File: src/rtl/warmboot_sequencer.sv
// Fixed-priority arbiter and sequencer driving the SB_WARMBOOT primitive; BOOT rises 1+HOLD+SETUP edges after the request is sampled.
// No backpressure: requesters hold req/req_image level until the sequence commits or aborts.
module warmboot_sequencer #(
    parameter int NREQ         = 4,
    parameter int HOLD_CYCLES  = 16,
    parameter int SETUP_CYCLES = 4,
    parameter int PULSE_CYCLES = 2
) (
    input  logic              clk,
    input  logic              rst,
    input  logic              enable,
    input  logic [NREQ-1:0]   req,
    input  logic [2*NREQ-1:0] req_image,
    output logic [NREQ-1:0]   grant,
    output logic              wb_s1,
    output logic              wb_s0,
    output logic              wb_boot,
    output logic              busy,
    output logic              done
);

    localparam int MAXC = (HOLD_CYCLES > SETUP_CYCLES) ?
                          ((HOLD_CYCLES > PULSE_CYCLES) ? HOLD_CYCLES : PULSE_CYCLES) :
                          ((SETUP_CYCLES > PULSE_CYCLES) ? SETUP_CYCLES : PULSE_CYCLES);
    localparam int CW   = $clog2(MAXC + 1);
    localparam int IDXW = (NREQ > 1) ? $clog2(NREQ) : 1;

    localparam logic [CW-1:0] HOLD_LAST  = CW'(HOLD_CYCLES - 1);
    localparam logic [CW-1:0] SETUP_LAST = CW'(SETUP_CYCLES - 1);
    localparam logic [CW-1:0] PULSE_LAST = CW'(PULSE_CYCLES - 1);

    typedef enum logic [2:0] {
        IDLE  = 3'd0,
        QUAL  = 3'd1,
        SETUP = 3'd2,
        FIRE  = 3'd3,
        DONE  = 3'd4
    } state_t;

    state_t          state_q, state_d;
    logic [CW-1:0]   cnt_q, cnt_d;
    logic [NREQ-1:0] grant_q, grant_d;
    logic [IDXW-1:0] gidx_q, gidx_d;
    logic [1:0]      img_q, img_d;
    logic [1:0]      sel_q, sel_d;
    logic            boot_q, boot_d;

    logic            any_req;
    logic [IDXW-1:0] pick_idx;
    logic [NREQ-1:0] pick_oh;
    logic            g_req;
    logic [1:0]      g_img;
    logic            qualifies;

    // Descending scan so the lowest asserted index wins.
    always_comb begin
        pick_idx = '0;
        for (int i = NREQ - 1; i >= 0; i--) begin
            if (req[i]) begin
                pick_idx = IDXW'(i);
            end
        end
        any_req = |req;
        pick_oh = NREQ'(1) << pick_idx;
    end

    always_comb begin
        g_req     = req[gidx_q];
        g_img     = req_image[2*int'(gidx_q) +: 2];
        qualifies = enable && g_req && (g_img == img_q);
    end

    always_comb begin
        state_d = state_q;
        cnt_d   = cnt_q;
        grant_d = grant_q;
        gidx_d  = gidx_q;
        img_d   = img_q;
        sel_d   = sel_q;
        boot_d  = 1'b0;

        case (state_q)
            IDLE: begin
                if (enable && any_req) begin
                    state_d = QUAL;
                    grant_d = pick_oh;
                    gidx_d  = pick_idx;
                    img_d   = req_image[2*int'(pick_idx) +: 2];
                    cnt_d   = '0;
                end
            end
            QUAL: begin
                if (!qualifies) begin
                    state_d = IDLE;
                    grant_d = '0;
                    cnt_d   = '0;
                end else if (cnt_q == HOLD_LAST) begin
                    state_d = SETUP;
                    sel_d   = img_q;
                    cnt_d   = '0;
                end else begin
                    cnt_d = cnt_q + CW'(1);
                end
            end
            SETUP: begin
                if (!enable) begin
                    state_d = IDLE;
                    grant_d = '0;
                    sel_d   = 2'b00;
                    cnt_d   = '0;
                end else if (cnt_q == SETUP_LAST) begin
                    state_d = FIRE;
                    boot_d  = 1'b1;
                    cnt_d   = '0;
                end else begin
                    cnt_d = cnt_q + CW'(1);
                end
            end
            FIRE: begin
                // Committed: enable and req are deliberately not looked at here.
                if (cnt_q == PULSE_LAST) begin
                    state_d = DONE;
                    cnt_d   = '0;
                end else begin
                    boot_d = 1'b1;
                    cnt_d  = cnt_q + CW'(1);
                end
            end
            DONE: begin
                state_d = DONE;
            end
            default: begin
                state_d = IDLE;
                grant_d = '0;
                sel_d   = 2'b00;
                cnt_d   = '0;
            end
        endcase
    end

    always_ff @(posedge clk or posedge rst) begin
        if (rst) begin
            state_q <= IDLE;
            cnt_q   <= '0;
            grant_q <= '0;
            gidx_q  <= '0;
            img_q   <= 2'b00;
            sel_q   <= 2'b00;
            boot_q  <= 1'b0;
        end else begin
            state_q <= state_d;
            cnt_q   <= cnt_d;
            grant_q <= grant_d;
            gidx_q  <= gidx_d;
            img_q   <= img_d;
            sel_q   <= sel_d;
            boot_q  <= boot_d;
        end
    end

    assign grant   = grant_q;
    assign wb_s1   = sel_q[1];
    assign wb_s0   = sel_q[0];
    assign wb_boot = boot_q;
    assign busy    = (state_q != IDLE);
    assign done    = (state_q == DONE);

endmodule

File: config.mk
export PLATFORM = sky130hd
export DESIGN_NAME = warmboot_sequencer
export DESIGN_NICKNAME = d
export VERILOG_FILES = /design/src/rtl/warmboot_sequencer.sv
export SDC_FILE = /design/constraint.sdc
export NUM_CORES = 1
export LEC_CHECK = 0
export CAP_MARGIN = 20
export CORE_MARGIN = 2
export CORE_UTILIZATION = 40
export CTS_CLUSTER_SIZE = 28
export DETAILED_ROUTE_END_ITERATION = 7
export DONT_BUFFER_PORTS = 1
export MAX_ROUTING_LAYER = met4
export PLACE_DENSITY = 0.64
export SYNTH_ARGS = -nofsm -noshare
export SYNTH_HDL_FRONTEND = slang
export SYNTH_SLANG_ARGS = --single-unit
File: constraint.sdc
create_clock -name clk -period 5.5 [get_ports clk]
set_input_delay 0.55 -clock clk [delete_from_list [all_inputs] [get_ports clk]]
set_output_delay 0.55 -clock clk [all_outputs]
set_load 0.05 [all_outputs]
### Word level (Yosys, flattened, before mapping)

Index checks and enable logic that the tools add are counted.

| word-level totals | value |
|---|---|
| bits in registers | 19 |
| output and inout bits | 9 |
| word-level logic and storage cells | 76 |

| cells by class | value |
|---|---|
| add/subtract/negate cells | 1 |
| $lt $le $gt $ge | 1 |
| equality and inequality tests | 16 |
| shift operators | 3 |
| multiplexer cells | 32 |
| bitwise logic cells | 3 |
| reductions and logical operators | 13 |

Operator list:

| kind | number |
|---|---|
| 2-to-1 mux 5 bit | 6 |
| case mux 5 bit (5 select lines) | 1 |
| 2-to-1 mux 3 bit | 6 |
| case mux 4 bit (4 select lines) | 1 |
| variable part select 8 x 4 -> 2 bit | 2 |
| case mux 3 bit (5 select lines) | 1 |
| 2-to-1 mux 2 bit | 7 |
| 2-to-1 mux 4 bit | 3 |
| inequality test 2 bit (second input constant) | 6 |
| AND reduction 4 bit | 3 |
| equality test 3 x 2 -> 1 bit (second input constant) | 2 |
| inequality test 3 bit (second input constant) | 2 |
| case mux 2 bit (3 select lines) | 1 |
| adder 5 x 1 -> 5 bit (second input constant) | 1 |
| equality test 5 x 1 -> 1 bit (second input constant) | 1 |
| equality test 5 x 2 -> 1 bit (second input constant) | 1 |
| equality test 5 x 4 -> 1 bit (second input constant) | 1 |
| 2-to-1 mux 1 bit | 4 |
| AND reduction 2 bit | 2 |
| OR reduction 4 bit | 1 |
| left shift 1 x 2 -> 4 bit (first input constant) | 1 |
| equality test 3 x 1 -> 1 bit (second input constant) | 1 |
| equality test 3 bit (second input constant) | 1 |
| logical AND 1 bit | 3 |
| 9 further kinds | 11 |

### Logic depth before layout (Yosys ltp)

| depth | value |
|---|---|
| depth in word-level cells | 7 |
| depth in mapped cells | 8 |

### Worst setup path after synthesis

No wires, ideal clock.

| timing path | value |
|---|---|
| kind | register to output |
| start | register state_q[0] |
| end | output port done |
| arrival time | 1.753 ns |
| path slack | 3.197 ns |
| stages on the path, launching flop included | 3 |
| buffers on the path | 1 |
| cells stage by stage | dfrtp_1 > clkbuf_1 > nor3_1 |

| between the ends | value |
|---|---|
| cells in the longest elaborated chain, start to end | 1 |

Ends and longest elaborated chain:

| what | RTL line | RTL |
|---|---|---|
| from (decl) | 40 | `state_t state_q, state_d;` |
| from (signal assigned) | 151 | `state_q <= state_d;` |
| equality test 3 bit | 166 | `assign done = (state_q == DONE);` |
| to (decl) | 19 | `output logic done` |

No other way between the ends.

### Final worst setup path

| timing path | value |
|---|---|
| start | register cnt_q[0] |
| end | register sel_q[0] |

| between the ends | value |
|---|---|
| cells in the longest elaborated chain, start to end | 3 |

Ends and longest elaborated chain:

| what | RTL line | RTL |
|---|---|---|
| from (decl) | 41 | `logic [CW-1:0] cnt_q, cnt_d;` |
| from (signal assigned) | 152 | `cnt_q <= cnt_d;` |
| equality test 5 x 4 -> 1 bit | 97 | `end else if (cnt_q == HOLD_LAST) begin` |
| inequality test 2 bit (no line) | n/a |  |
| AND reduction 4 bit (no line) | n/a |  |
| to (signal assigned) | 156 | `sel_q <= sel_d;` |
| to (decl) | 45 | `logic [1:0] sel_q, sel_d;` |

No other way between the ends.
A chain may end at the register's enable or synchronous reset.

==> impl_metrics.tcl <==
set metrics [dict create \
    antenna_cells 0 \
    rows 20 \
    htreeDepth 1 \
    clockBufferDepth 2 \
    grtUsageTotal_pct 18.0 \
    drive_gt1_share_pct 9.35 \
    outcome "finished clean" \
    syn-num-nets 161 \
    synth_cell_type_count 41 \
    skew_ns 0.00209 \
    cp_num_buf_inv 1 \
    total_leakage_power_nw 0.553 \
    cts.sinks 19 \
    slew_headroom_pct 39.8 \
    worstPathMaxFanout 4 \
    nets 159 \
    num_vias 1079 \
    rr_endpoint "sel_q[0]" \
    wirelength_mm 2.83 \
    die_h_um 61.5 \
    post_drt_via_cell_ratio 5.90 \
    cp_data_required_time_ns 5.66 \
    synthToLayoutAreaGrowth_pct 3.69 \
    hpwl_mm 2.20 \
    crit_path_end_kind "register" \
    grt_pass1_wl_mm 4.97 \
    r2r-start "cnt_q[0]" \
    fillers 331 \
    clock_power_share_pct 15.6 \
    setup-violations-final 0 \
    min_period_over_period_pct 40.8 \
    grt_max_degree 20 \
    first_iter_violations 30 \
    drt_first_pass_iters 4 \
    grt.overflow.total 0 \
    port_buffers 0 \
    combPwrFrac_pct 36.6 \
    hold_buffers 0 \
    max_stage_delay_ns 0.62 \
    tritoncts "done" \
    start_util_pct 42.7 \
    p_seq_share_pct 47.8 \
    crit_chain "ha_1, nand3_1, inv_1, ha_1, nor2b_1, o21ai_0, a2111oi_0, o22ai_1" \
    cts_resized 0 \
    synthCells 142 \
    seq_area_frac_synth_pct 35.9 \
    critical_path_class "register to register" \
    synth_flop_cell "dfrtp_1" \
    yosysTopAreaCellShare_pct 35.9 \
    fmax_mhz 446 \
    maxCapViolations 0 \
    dieArea_um2 3790 \
    switching_share_pct 42.6 \
    cpMaxStageDelayCell "a2111oi_0" \
    clkTransAtPathRegs_ns 0.11 \
    drv_slew 0 \
    cpMostUsedCell "ha_1" \
    rsz0062_at_grt "no" \
    r2r_cells 8 \
    tns_ns 0 \
    post-route-drc-count 0 \
    p_int_mw 0.262 \
    powerDensity_nw_per_um2 333 \
    avgSynthCellArea_um2 9.32 \
    crit_path_start_kind "register" \
    tightest_slew_ns 0.898 \
    grt_pass1_vias 1098 \
    hold_viol 0 \
    ant_nets 0 \
    hold_class "input port to asynchronous set/reset pin" \
    cpLargestDelayFamily "compound AO/OA/AOI/OAI gates" \
    grt_antenna_before_repair 0 \
    die_x_um 61.5 \
    synth_area_um2 1320 \
    ys_ff_latch 19 \
    async_flop_share_pct 100 \
    finalInstanceArea_um2 1370 \
    synth_edf_count 0 \
    synth_area_leaders "dfrtp_1 (36%), inv_1 (4.8%), mux4_1 (4.0%)" \
    cts_buffers 3 \
    io_pins 24 \
    ir_drop_mv 0.168 \
    yosys_warnings 0 \
    arrival_ns 2.41 \
    r2r_slack_ns 3.26 \
    wl_per_cell_um 15.4 \
    min_period_ns 2.24 \
    synth_top_cell_by_area "dfrtp_1" \
    gp_congestion 0.833 \
    coreArea_um2 3100 \
    power.switching_mw 0.194 \
    root_buffer "clkbuf_4" \
    insertion_delay_ns 0.29 \
    post_cts_buffers 0 \
    placed_cell_area_um2 1350 \
]
## logic make-up (layout without fill, tap and decap cells)
group | after synthesis | after routing | share of synthesized area (%)
simple gates | 38 | 38 | 15.3
flops | 19 | 19 | 35.9
compound gates | 48 | 48 | 27.7
fa+ha+maj | 4 | 4 | 3.78
buf+inv | 24 | 21 | 7.66
mux | 3 | 3 | 5.67
xor+xnor | 6 | 6 | 3.97
## final cells by class
| type | instances | area (um^2) | area share [%] |
|---|---|---|---|
| multi-input combinational | 99 | 752 | 54.8 |
| tap | 44 | 55.1 | 4.01 |
| clock buffer | 4 | 26.3 | 1.91 |
| sequential | 19 | 475 | 34.6 |
| inverter | 17 | 63.8 | 4.65 |
## state kept, by name, summed over array words and instances (netlist names)
name     cells
cnt_q        5
state_q      3
gidx_q       2
wb_boot      1
grant        4
sel_q        2
img_q        2
## power groups by stage
| stage | clock network, mW | registers [mW] | logic [mW] |
|---|---|---|---|
| 2_1_floorplan | 0 | 0.203 | 0.156 |
| 5_1_grt | 0.0800 | 0.225 | 0.187 |
| 3_5_place_dp | 0 | 0.221 | 0.167 |
| 3_3_place_gp | 0 | 0.221 | 0.165 |
| 4_1_cts | 0.0746 | 0.218 | 0.168 |
| 6_report | 0.0714 | 0.218 | 0.167 |
## through the flow
stage	std cells	util (%)	power (mW)	worst slack, ns	hold slack, ns
2_1_floorplan	142	-	0.359	3.20	0.501
3_3_place_gp	179	43.4	0.385	3.41	0.533
3_5_place_dp	179	43.4	0.389	3.31	0.550
4_1_cts	183	44.2	0.460	3.27	0.288
5_1_grt	183	44.2	0.491	2.97	0.312
6_report	183	44.2	0.457	3.26	0.258
## worst max-delay path by stage
stage	endpoint	cells after the start	startpoint	slack, ns
6_report	sel_q[0]	8	cnt_q[0]	3.26
5_1_grt	sel_q[0]	8	cnt_q[0]	2.97
4_1_cts	sel_q[0]	8	cnt_q[0]	3.27
3_5_place_dp	sel_q[0]	8	cnt_q[0]	3.31
3_3_place_gp	cnt_q[4]	4	req_image[6]	3.41
2_1_floorplan	done	2	state_q[0]	3.20
## layout by cell type (no fill, tap or decap), types with 3 or more instances in the layout
cell type  netlist  routed
dfrtp_1         19      19
inv_1           17      17
nand2_1         13      13
o21ai_0          8       8
nor2b_1          6       6
nor2_1           6       6
a32oi_1          5       5
a22oi_1          5       5
xor2_1           4       4
a21oi_1          4       4
o211ai_1         4       4
o211ai_2         4       4
nand3_1          4       4
ha_1             4       4
a31oi_1          3       3
clkbuf_4         0       3
## synthesized netlist by cell type (all sizes together) (3+ instances only)
cell,count
o211ai,8
inv,17
mux4,3
nor2,6
a32oi,5
nand3,4
xor2,4
o21ai,9
ha,4
a22oi,5
a31oi,3
nor2b,6
dfrtp,19
nand2,13
clkbuf,5
a21oi,4
## layer usage
metal | up-vias | GRT usage, % | share of wire [%]
li1 | 523 | - | -
met1 | 522 | 21.8 | 44
met2 | 30 | 29.9 | 47
met3 | 4 | 3.99 | 7.1
met4 | 0 | 5.17 | 1.0
met5 | - | - | 0
No activity file was read; power rests on OpenSTA's default activity.
